### src/rtl/modmul_stream_adapter.sv
// Streaming adapter around the 256-bit modular multiplier core.
//
// Input side: collects 16 words from a 32-bit valid/ready stream. Words 0-7
// form X and words 8-15 form Y, least significant word first. It then clears
// the core, starts it, and waits for the core to raise done.
// Output side: takes the core result, which lies in [0, 2*MODULUS), applies one
// conditional subtraction so it is fully reduced, and sends the result as
// 8 words on a 32-bit valid/ready stream.
// A watchdog abandons the operation if the core never finishes.
//
// Ports:
//   clk, rst                  clock (rising edge), async active-low reset
//   s_data/s_valid/s_ready    operand word input stream
//   m_data/m_valid/m_ready    result word output stream, m_last on word 7
//   core_X, core_Y            operands to the core, held from CLR to next load
//   core_start                one-cycle start pulse to the core
//   core_rst                  active-high core clear (high during reset)
//   core_Q, core_done         core result and sticky done level
//   busy                      high unless idle in LOAD with no words taken
//   err_timeout               sticky watchdog flag
//
// state   | meaning
// --------+-----------------------------------------------------------
// S_LOAD  | accepting operand words 0..15
// S_CLR   | core_rst pulse, clears the core's sticky done
// S_START | core_start pulse, watchdog loaded
// S_WAIT  | waiting for core_done, watchdog counting down
// S_ABORT | watchdog expired: core_rst pulse, operation dropped
// S_CORR  | final conditional subtraction of the captured result
// S_SEND  | emitting result words 0..7
module modmul_stream_adapter #(
    parameter int               WIDTH   = 256,
    parameter int               WORD    = 32,
    parameter logic [WIDTH-1:0] MODULUS =
        256'hFFFFFFFF00000001000000000000000000000000FFFFFFFFFFFFFFFFFFFFFFFF,
    parameter int               TIMEOUT = 4096
) (
    input  logic             clk,
    input  logic             rst,
    input  logic [WORD-1:0]  s_data,
    input  logic             s_valid,
    output logic             s_ready,
    output logic [WORD-1:0]  m_data,
    output logic             m_valid,
    input  logic             m_ready,
    output logic             m_last,
    output logic [WIDTH-1:0] core_X,
    output logic [WIDTH-1:0] core_Y,
    output logic             core_start,
    output logic             core_rst,
    input  logic [WIDTH-1:0] core_Q,
    input  logic             core_done,
    output logic             busy,
    output logic             err_timeout
);

    localparam int NWORDS = WIDTH / WORD;
    localparam int IDX_W  = $clog2(NWORDS);
    localparam int CNT_W  = IDX_W + 1;
    localparam int WD_W   = $clog2(TIMEOUT + 1);

    typedef enum logic [2:0] {
        S_LOAD,
        S_CLR,
        S_START,
        S_WAIT,
        S_ABORT,
        S_CORR,
        S_SEND
    } state_t;

    state_t           state, state_nxt;
    logic [CNT_W-1:0] cnt, cnt_nxt;
    logic [IDX_W-1:0] word_idx;
    logic [WD_W-1:0]  wd_cnt;
    logic [WIDTH-1:0] x_buf, y_buf, x_fill, y_fill;
    logic [WIDTH-1:0] q_reg, r_reg, r_corr;
    logic [WIDTH:0]   diff;
    logic             s_acc, m_acc, last_word, last_out;

    assign s_acc     = s_valid && s_ready;
    assign m_acc     = m_valid && m_ready;
    assign last_word = (cnt == CNT_W'(2 * NWORDS - 1));
    assign last_out  = (word_idx == IDX_W'(NWORDS - 1));

    // The borrow out of the extended subtraction means q_reg < MODULUS.
    assign diff   = {1'b0, q_reg} - {1'b0, MODULUS};
    assign r_corr = diff[WIDTH] ? q_reg : diff[WIDTH-1:0];

    // Operands are assembled in shadow buffers so core_X/core_Y only change
    // when a complete new pair has arrived.
    always_comb begin
        x_fill = x_buf;
        y_fill = y_buf;
        x_fill[int'(cnt[IDX_W-1:0]) * WORD +: WORD] = s_data;
        y_fill[int'(cnt[IDX_W-1:0]) * WORD +: WORD] = s_data;
    end

    always_ff @(posedge clk or negedge rst) begin
        if (!rst) state <= S_LOAD;
        else      state <= state_nxt;
    end

    always_comb begin
        state_nxt = state;
        cnt_nxt   = cnt;
        case (state)
            S_LOAD: begin
                if (s_acc) begin
                    if (last_word) begin
                        state_nxt = S_CLR;
                        cnt_nxt   = '0;
                    end else begin
                        cnt_nxt = cnt + 1'b1;
                    end
                end
            end
            S_CLR:   state_nxt = S_START;
            S_START: state_nxt = S_WAIT;
            S_WAIT: begin
                // done takes priority over an expiring watchdog
                if (core_done)         state_nxt = S_CORR;
                else if (wd_cnt == '0) state_nxt = S_ABORT;
            end
            S_ABORT: state_nxt = S_LOAD;
            S_CORR:  state_nxt = S_SEND;
            S_SEND: begin
                if (m_acc && last_out) state_nxt = S_LOAD;
            end
            default: state_nxt = S_LOAD;
        endcase
    end

    // Outputs are registered from the next-state decode, so each one is valid
    // in the same cycle as the state it belongs to.
    always_ff @(posedge clk or negedge rst) begin
        if (!rst) begin
            cnt         <= '0;
            word_idx    <= '0;
            wd_cnt      <= '0;
            x_buf       <= '0;
            y_buf       <= '0;
            q_reg       <= '0;
            r_reg       <= '0;
            core_X      <= '0;
            core_Y      <= '0;
            core_start  <= 1'b0;
            core_rst    <= 1'b1;
            s_ready     <= 1'b0;
            m_valid     <= 1'b0;
            m_last      <= 1'b0;
            m_data      <= '0;
            busy        <= 1'b0;
            err_timeout <= 1'b0;
        end else begin
            cnt        <= cnt_nxt;
            s_ready    <= (state_nxt == S_LOAD);
            core_rst   <= (state_nxt == S_CLR) || (state_nxt == S_ABORT);
            core_start <= (state_nxt == S_START);
            busy       <= !((state_nxt == S_LOAD) && (cnt_nxt == '0));

            if (s_acc) begin
                if (!cnt[CNT_W-1]) x_buf <= x_fill;
                else               y_buf <= y_fill;
                if (last_word) begin
                    core_X <= x_buf;
                    core_Y <= y_fill;
                end
            end

            // watchdog is a down-counter; terminal count 0 ends the wait
            if (state == S_START) begin
                wd_cnt <= WD_W'(TIMEOUT - 1);
            end else if (state == S_WAIT) begin
                if (core_done)         q_reg  <= core_Q;
                else if (wd_cnt != '0) wd_cnt <= wd_cnt - 1'b1;
            end

            if ((state == S_WAIT) && (state_nxt == S_ABORT)) err_timeout <= 1'b1;

            if (state == S_CORR) begin
                r_reg    <= r_corr;
                m_data   <= r_corr[WORD-1:0];
                m_valid  <= 1'b1;
                m_last   <= 1'b0;
                word_idx <= '0;
            end else if ((state == S_SEND) && m_acc) begin
                if (last_out) begin
                    m_valid <= 1'b0;
                    m_last  <= 1'b0;
                end else begin
                    word_idx <= word_idx + 1'b1;
                    m_data   <= r_reg[(int'(word_idx) + 1) * WORD +: WORD];
                    m_last   <= (word_idx == IDX_W'(NWORDS - 2));
                end
            end
        end
    end

endmodule

### config.mk
export PLATFORM = sky130hd
export DESIGN_NAME = modmul_stream_adapter
export DESIGN_NICKNAME = d
export VERILOG_FILES = /design/src/rtl/modmul_stream_adapter.sv
export SDC_FILE = /design/constraint.sdc
export NUM_CORES = 2
export LEC_CHECK = 0
export CORE_ASPECT_RATIO = 1.2
export CORE_UTILIZATION = 45
export CTS_CLUSTER_DIAMETER = 150
export DETAILED_ROUTE_END_ITERATION = 16
export DONT_BUFFER_PORTS = 1
export GPL_ROUTABILITY_DRIVEN = 0
export MAX_ROUTING_LAYER = met4
export PLACE_DENSITY_LB_ADDON = 0.15
export RECOVER_POWER = 50
export SYNTH_ARGS = -nofsm -noshare
export SYNTH_HDL_FRONTEND = slang
export SYNTH_SLANG_ARGS = --single-unit
export TNS_END_PERCENT = 50
### constraint.sdc
create_clock -name clk -period 5.4 [get_ports clk]
set_input_delay 1.62 -clock clk [delete_from_list [all_inputs] [get_ports clk]]
set_output_delay 1.62 -clock clk [all_outputs]
set_load 0.03 [all_outputs]
==> Yosys cells after proc, flatten, opt, wreduce, memory -nomap -nowiden <==
Index checks and enable logic that the tools add are counted.
Widths: inputs -> output; s select.
{ "word_totals": {"ramBits": 0, "latchBits": 0, "romBits": 0, "memories": 0, "out_inout_bits": 551, "regBits": 1598} }
{ "classes": {"reduce_logical": 24, "n_bitwise": 2, "muxes": 28, "addsub": 6, "div": 0, "multipliers": 0, "eq_ne": 13, "shift": 3, "n_lt_le_gt_ge": 0} }
{ "ops": {"columns": ["operator", "count"], "rows": [
  ["$bwmux 256", 2],
  ["$sub 256x256->257 const B", 1],
  ["$mux 256", 1],
  ["$shift 32x33->256 const A", 1],
  ["$shiftx 256x10->32", 1],
  ["$shiftx 32x33->256", 1],
  ["$mux 32", 3],
  ["$mux 13", 4],
  ["$neg 8->33", 1],
  ["$mux 3", 8],
  ["$pmux 3 s6", 1],
  ["$eq 3x3->1 const B", 5],
  ["$logic_not 13->1", 1],
  ["$reduce_bool 13->1", 1],
  ["$sub 13x1->13 const B", 1],
  ["$mux 4", 3],
  ["$reduce_and 2->1", 5],
  ["$eq 3x2->1 const B", 3],
  ["$reduce_bool 2->1", 4],
  ["$eq 3x1->1 const B", 2],
  ["$logic_and 1x1->1", 6],
  ["$logic_not 3->1", 2],
  ["$mux 1", 6],
  ["$reduce_and 3->1", 2],
  ["other kinds (9)", 11]
]} }

==> Longest topological paths before layout <==
{ "logic_depth": {"ltp_word": 7, "depth_mapped": 13, "depth_no_buf": 10} }

==> Worst setup path before layout <==
No wires, ideal clock.
{ "synth_timing": {"path_kind": "reg-to-reg", "start": "register q_reg[8]", "end": "register r_reg[120]", "synth_period_minus_slack_ns": 3.541, "t_required_ns": 5.270, "n_path_buf": 5, "setup_ns": 0.130, "path_stages_with_launch": 14, "path_slack_ns": 1.859, "arrival_ns": 3.411, "cell_sequence": "dfrtp_1 -> nand4_2 -> or4_1 -> buf_2 -> or4_1 -> buf_2 -> nor4_4 -> o211ai_2 -> buf_2 -> buf_6 -> buf_2 -> a211oi_1 -> xnor2_1 -> o21ai_1"} }
{ "synth_between": {"elab_chain_cells": 2} }
{ "synth_lines": {"columns": ["element", "line_no", "text"], "rows": [
  ["start, declared", "77", "logic [WIDTH-1:0] q_reg, r_reg, r_corr;"],
  ["start signal, assigned", "175", "if (core_done) q_reg <= core_Q;"],
  ["$sub 256x256->257", "87", "assign diff = {1'b0, q_reg} - {1'b0, MODULUS};"],
  ["$mux 256", "88", "assign r_corr = diff[WIDTH] ? q_reg : diff[WIDTH-1:0];"],
  ["end signal, assigned", "182", "r_reg <= r_corr;"],
  ["end, declared", "77", null]
]} }
Every way passes these cells.
A chain may end at the register's enable or synchronous reset.

==> Final worst setup path <==
{ "layout_timing": {"start": "register q_reg[216]", "end": "register r_reg[50]"} }
The elaborated chain is that of the path after synthesis.

==> impl_metrics.ini <==
[power_and_ir_drop]
ir_drop_mv = 0.4276
p_seq_share_pct = 47.2
p_comb_share_pct = 22.7
switchingPower_mw = 14.31
finalPower_mw = 38.62
clkPwrFrac_pct = 30.1
internal_power_mw = 24.31
leakagePower_nw = 33.66
swShare_pct = 37.05
powerDensity_nw_per_um2 = 500.2

[finish]
mostFrequentLayoutCells = nand2_1, dfrtp_1, o21ai_0
layout_commonest_cell = nand2_1
drive_gt1_share_pct = 12.79
nNetsFinal = 7183
area_delta_synth_final_pct = 10.73

[worst_setup_path]
cp.arrival_ns = 5.81
crit_top_cell = nor2_2
slowest_delay_ns = 0.84
end_kind = flip-flop
cp_max_fo = 22
path_cells = or4_1 > or3_1 > nor4_1 > and2_1 > nor2_2 > buf_4 > nor2_2 > o21ai_0 > a31oi_1
crit_required_ns = 6.12
worst_setup_path_start_kind = flip-flop
crit_type = reg2reg
slowest_stage = nor2_2

[synth]
synth_edf_count = 0
async_flop_share_pct = 100.0
syn_nets = 7400
yosysSeqAreaShare_pct = 56.19
synth_flop_cell = dfrtp_1
avgSynthCellArea_sq_um = 9.828
synthCells = 7096
ys.warnings.count = 0
syn-cell-area_sq_um = 69740
ys_types = 69
ys_ff_latch = 1566

[clocking]
cts-root-buf = clkbuf_16
cts.sinks = 1566
clkTransAtPathRegs_ns = 0.07
post_cts_resized = 0
clock_latency_ns = 0.82
htreeDepth = 4
cts_buffer_depth = 3
ctsHoldBuffers = 0
cts_setup_buffers = 0
cts_tree = built
numCtsBuffers = 163

[timing]
fmax_mhz = 196.6
min_period_ns = 5.086
fin_crit_sh_pct = 94.18
rsz0062_at_grt = no
fin_skew_ns = 0.04605
setup_viol = 0
fin_setup_tns_ns = 0
tightestPinTransition_ns = 3.296
max-slew-margin-rel_pct = -119.7
slew_violations = 1105
hold_violations = 0

[outcome]
violations = max-capacitance violations, max-slew violations
status = complete, but fails checks

[detailed_routing]
drtIter0Drc = 5767
vias_per_cell = 5.994
wire_per_inst_microns = 28.96
ant_nets = 0
drc_errors = 0
firstDrtPassIters = 8
dr_total_vias = 54072
routed_wl_mm = 261.3

[grt]
grt_antenna_before_repair = 44
grt_max_degree = 235
grt_pass1_wl_mm = 374.2
grt_pass1_vias = 51116
grt_overflow_total = 0
gr-usage-all-layers_pct = 34.03

[floorplanning]
die_area_sq_um = 156600
placeableCoreArea_sq_um = 153200
die-width_microns = 361.4
row_count = 157
die_h_microns = 433.3
start_util_pct = 45.52
io_pins = 844

[min_path]
hold_class = reg2reg

[placement]
portBuffers = 0
dp_hpwl_mm = 187.1

[run]
maxCapViolations = 16
## area by class of cell
cell class              count  area [sq um]
fillers                 14275         76000
flip-flops and latches   1566         39190
multi-input cells        4999         28660
clock buffers             230          4715
well taps                1987          2486
repair buffers            124          1197
clock inverters            59         799.5
inverters                  25         93.84
diodes                     31         77.57
## final timing paths
path	from	to	slack (ns)	cells past startpoint
min in group asynchronous	rst	core_Y[79]	0.51	0
setup reg to reg	q_reg[216]	r_reg[50]	0.31	9
max in group asynchronous	rst	r_reg[42]	0.78	4
hold reg to reg	x_buf[45]	core_X[45]	0.44	2
setup / recovery	q_reg[216]	r_reg[50]	0.31	9
hold / removal	x_buf[45]	core_X[45]	0.44	2
## Yosys cell counts, types with 79 or more instances
cell / count / area (sq um)
dfrtp_1: 1565 / 39160
clkbuf_1: 442 / 1659
mux2i_1: 101 / 1011
a21oi_1: 318 / 1592
mux2_2: 386 / 4347
nor2_1: 376 / 1411
nor4_1: 79 / 494.2
o21ai_0: 814 / 4074
a211oi_1: 125 / 938.4
xnor2_1: 168 / 1471
nand3_1: 128 / 640.6
nand2_1: 1828 / 6862
nand4_1: 96 / 600.6
## critical path, delay by kind of cell (launching register included)
kind,cells,cell delay [ns]
simple gates,6,3.28
flops,1,0.47
buf+inv,1,0.35
compound gates,2,0.89
## power groups by stage
| stage | combinational (mW) | sequential, mW | clock, mW |
|---|---|---|---|
| floorplan | 6.29 | 16.2 | 0 |
| global placement | 8.47 | 18.1 | 0 |
| detailed placement | 8.61 | 18.2 | 0 |
| CTS | 8.64 | 18.0 | 11.8 |
| global route | 9.50 | 18.4 | 12.2 |
| finish | 8.76 | 18.2 | 11.6 |
## metal layers
| layer | vias up | share of wire (%) | track usage, % |
|---|---|---|---|
| met2 | 2632 | 45 | 51.47 |
| met4 | 0 | 7.3 | 20.83 |
| li1 | 24060 | - | - |
| met5 | - | 0 | - |
| met3 | 676 | 10 | 10.78 |
| met1 | 26704 | 37 | 39.52 |
## cell families after synthesis
kind of cell	synth area share, %
flip-flops	56.19
buffers and inverters	2.955
XOR/XNOR	2.449
AND/OR/NAND/NOR	17.35
adder cells (fa/ha/maj)	0.1973
AO/OA/AOI/OAI	12.14
multiplexers	8.716
## metrics by stage
step / util [%] / hold slack, ns / setup slack, ns / cells / cell area, sq um
4_1_cts: 50.42 / 0.4358 / 0.6776 / 8988 / 77260
3_3_place_gp: 46.82 / 0.4411 / 0.1353 / 8699 / 71740
3_5_place_dp: 46.82 / 0.4447 / 0.7002 / 8699 / 71750
5_1_grt: 50.39 / 0.4513 / 0.2105 / 9015 / 77210
6_report: 50.40 / 0.4401 / 0.3140 / 9021 / 77220
2_1_floorplan: - / 0.4331 / 1.859 / 7096 / 69740
Power figures use the tool's default switching activity.
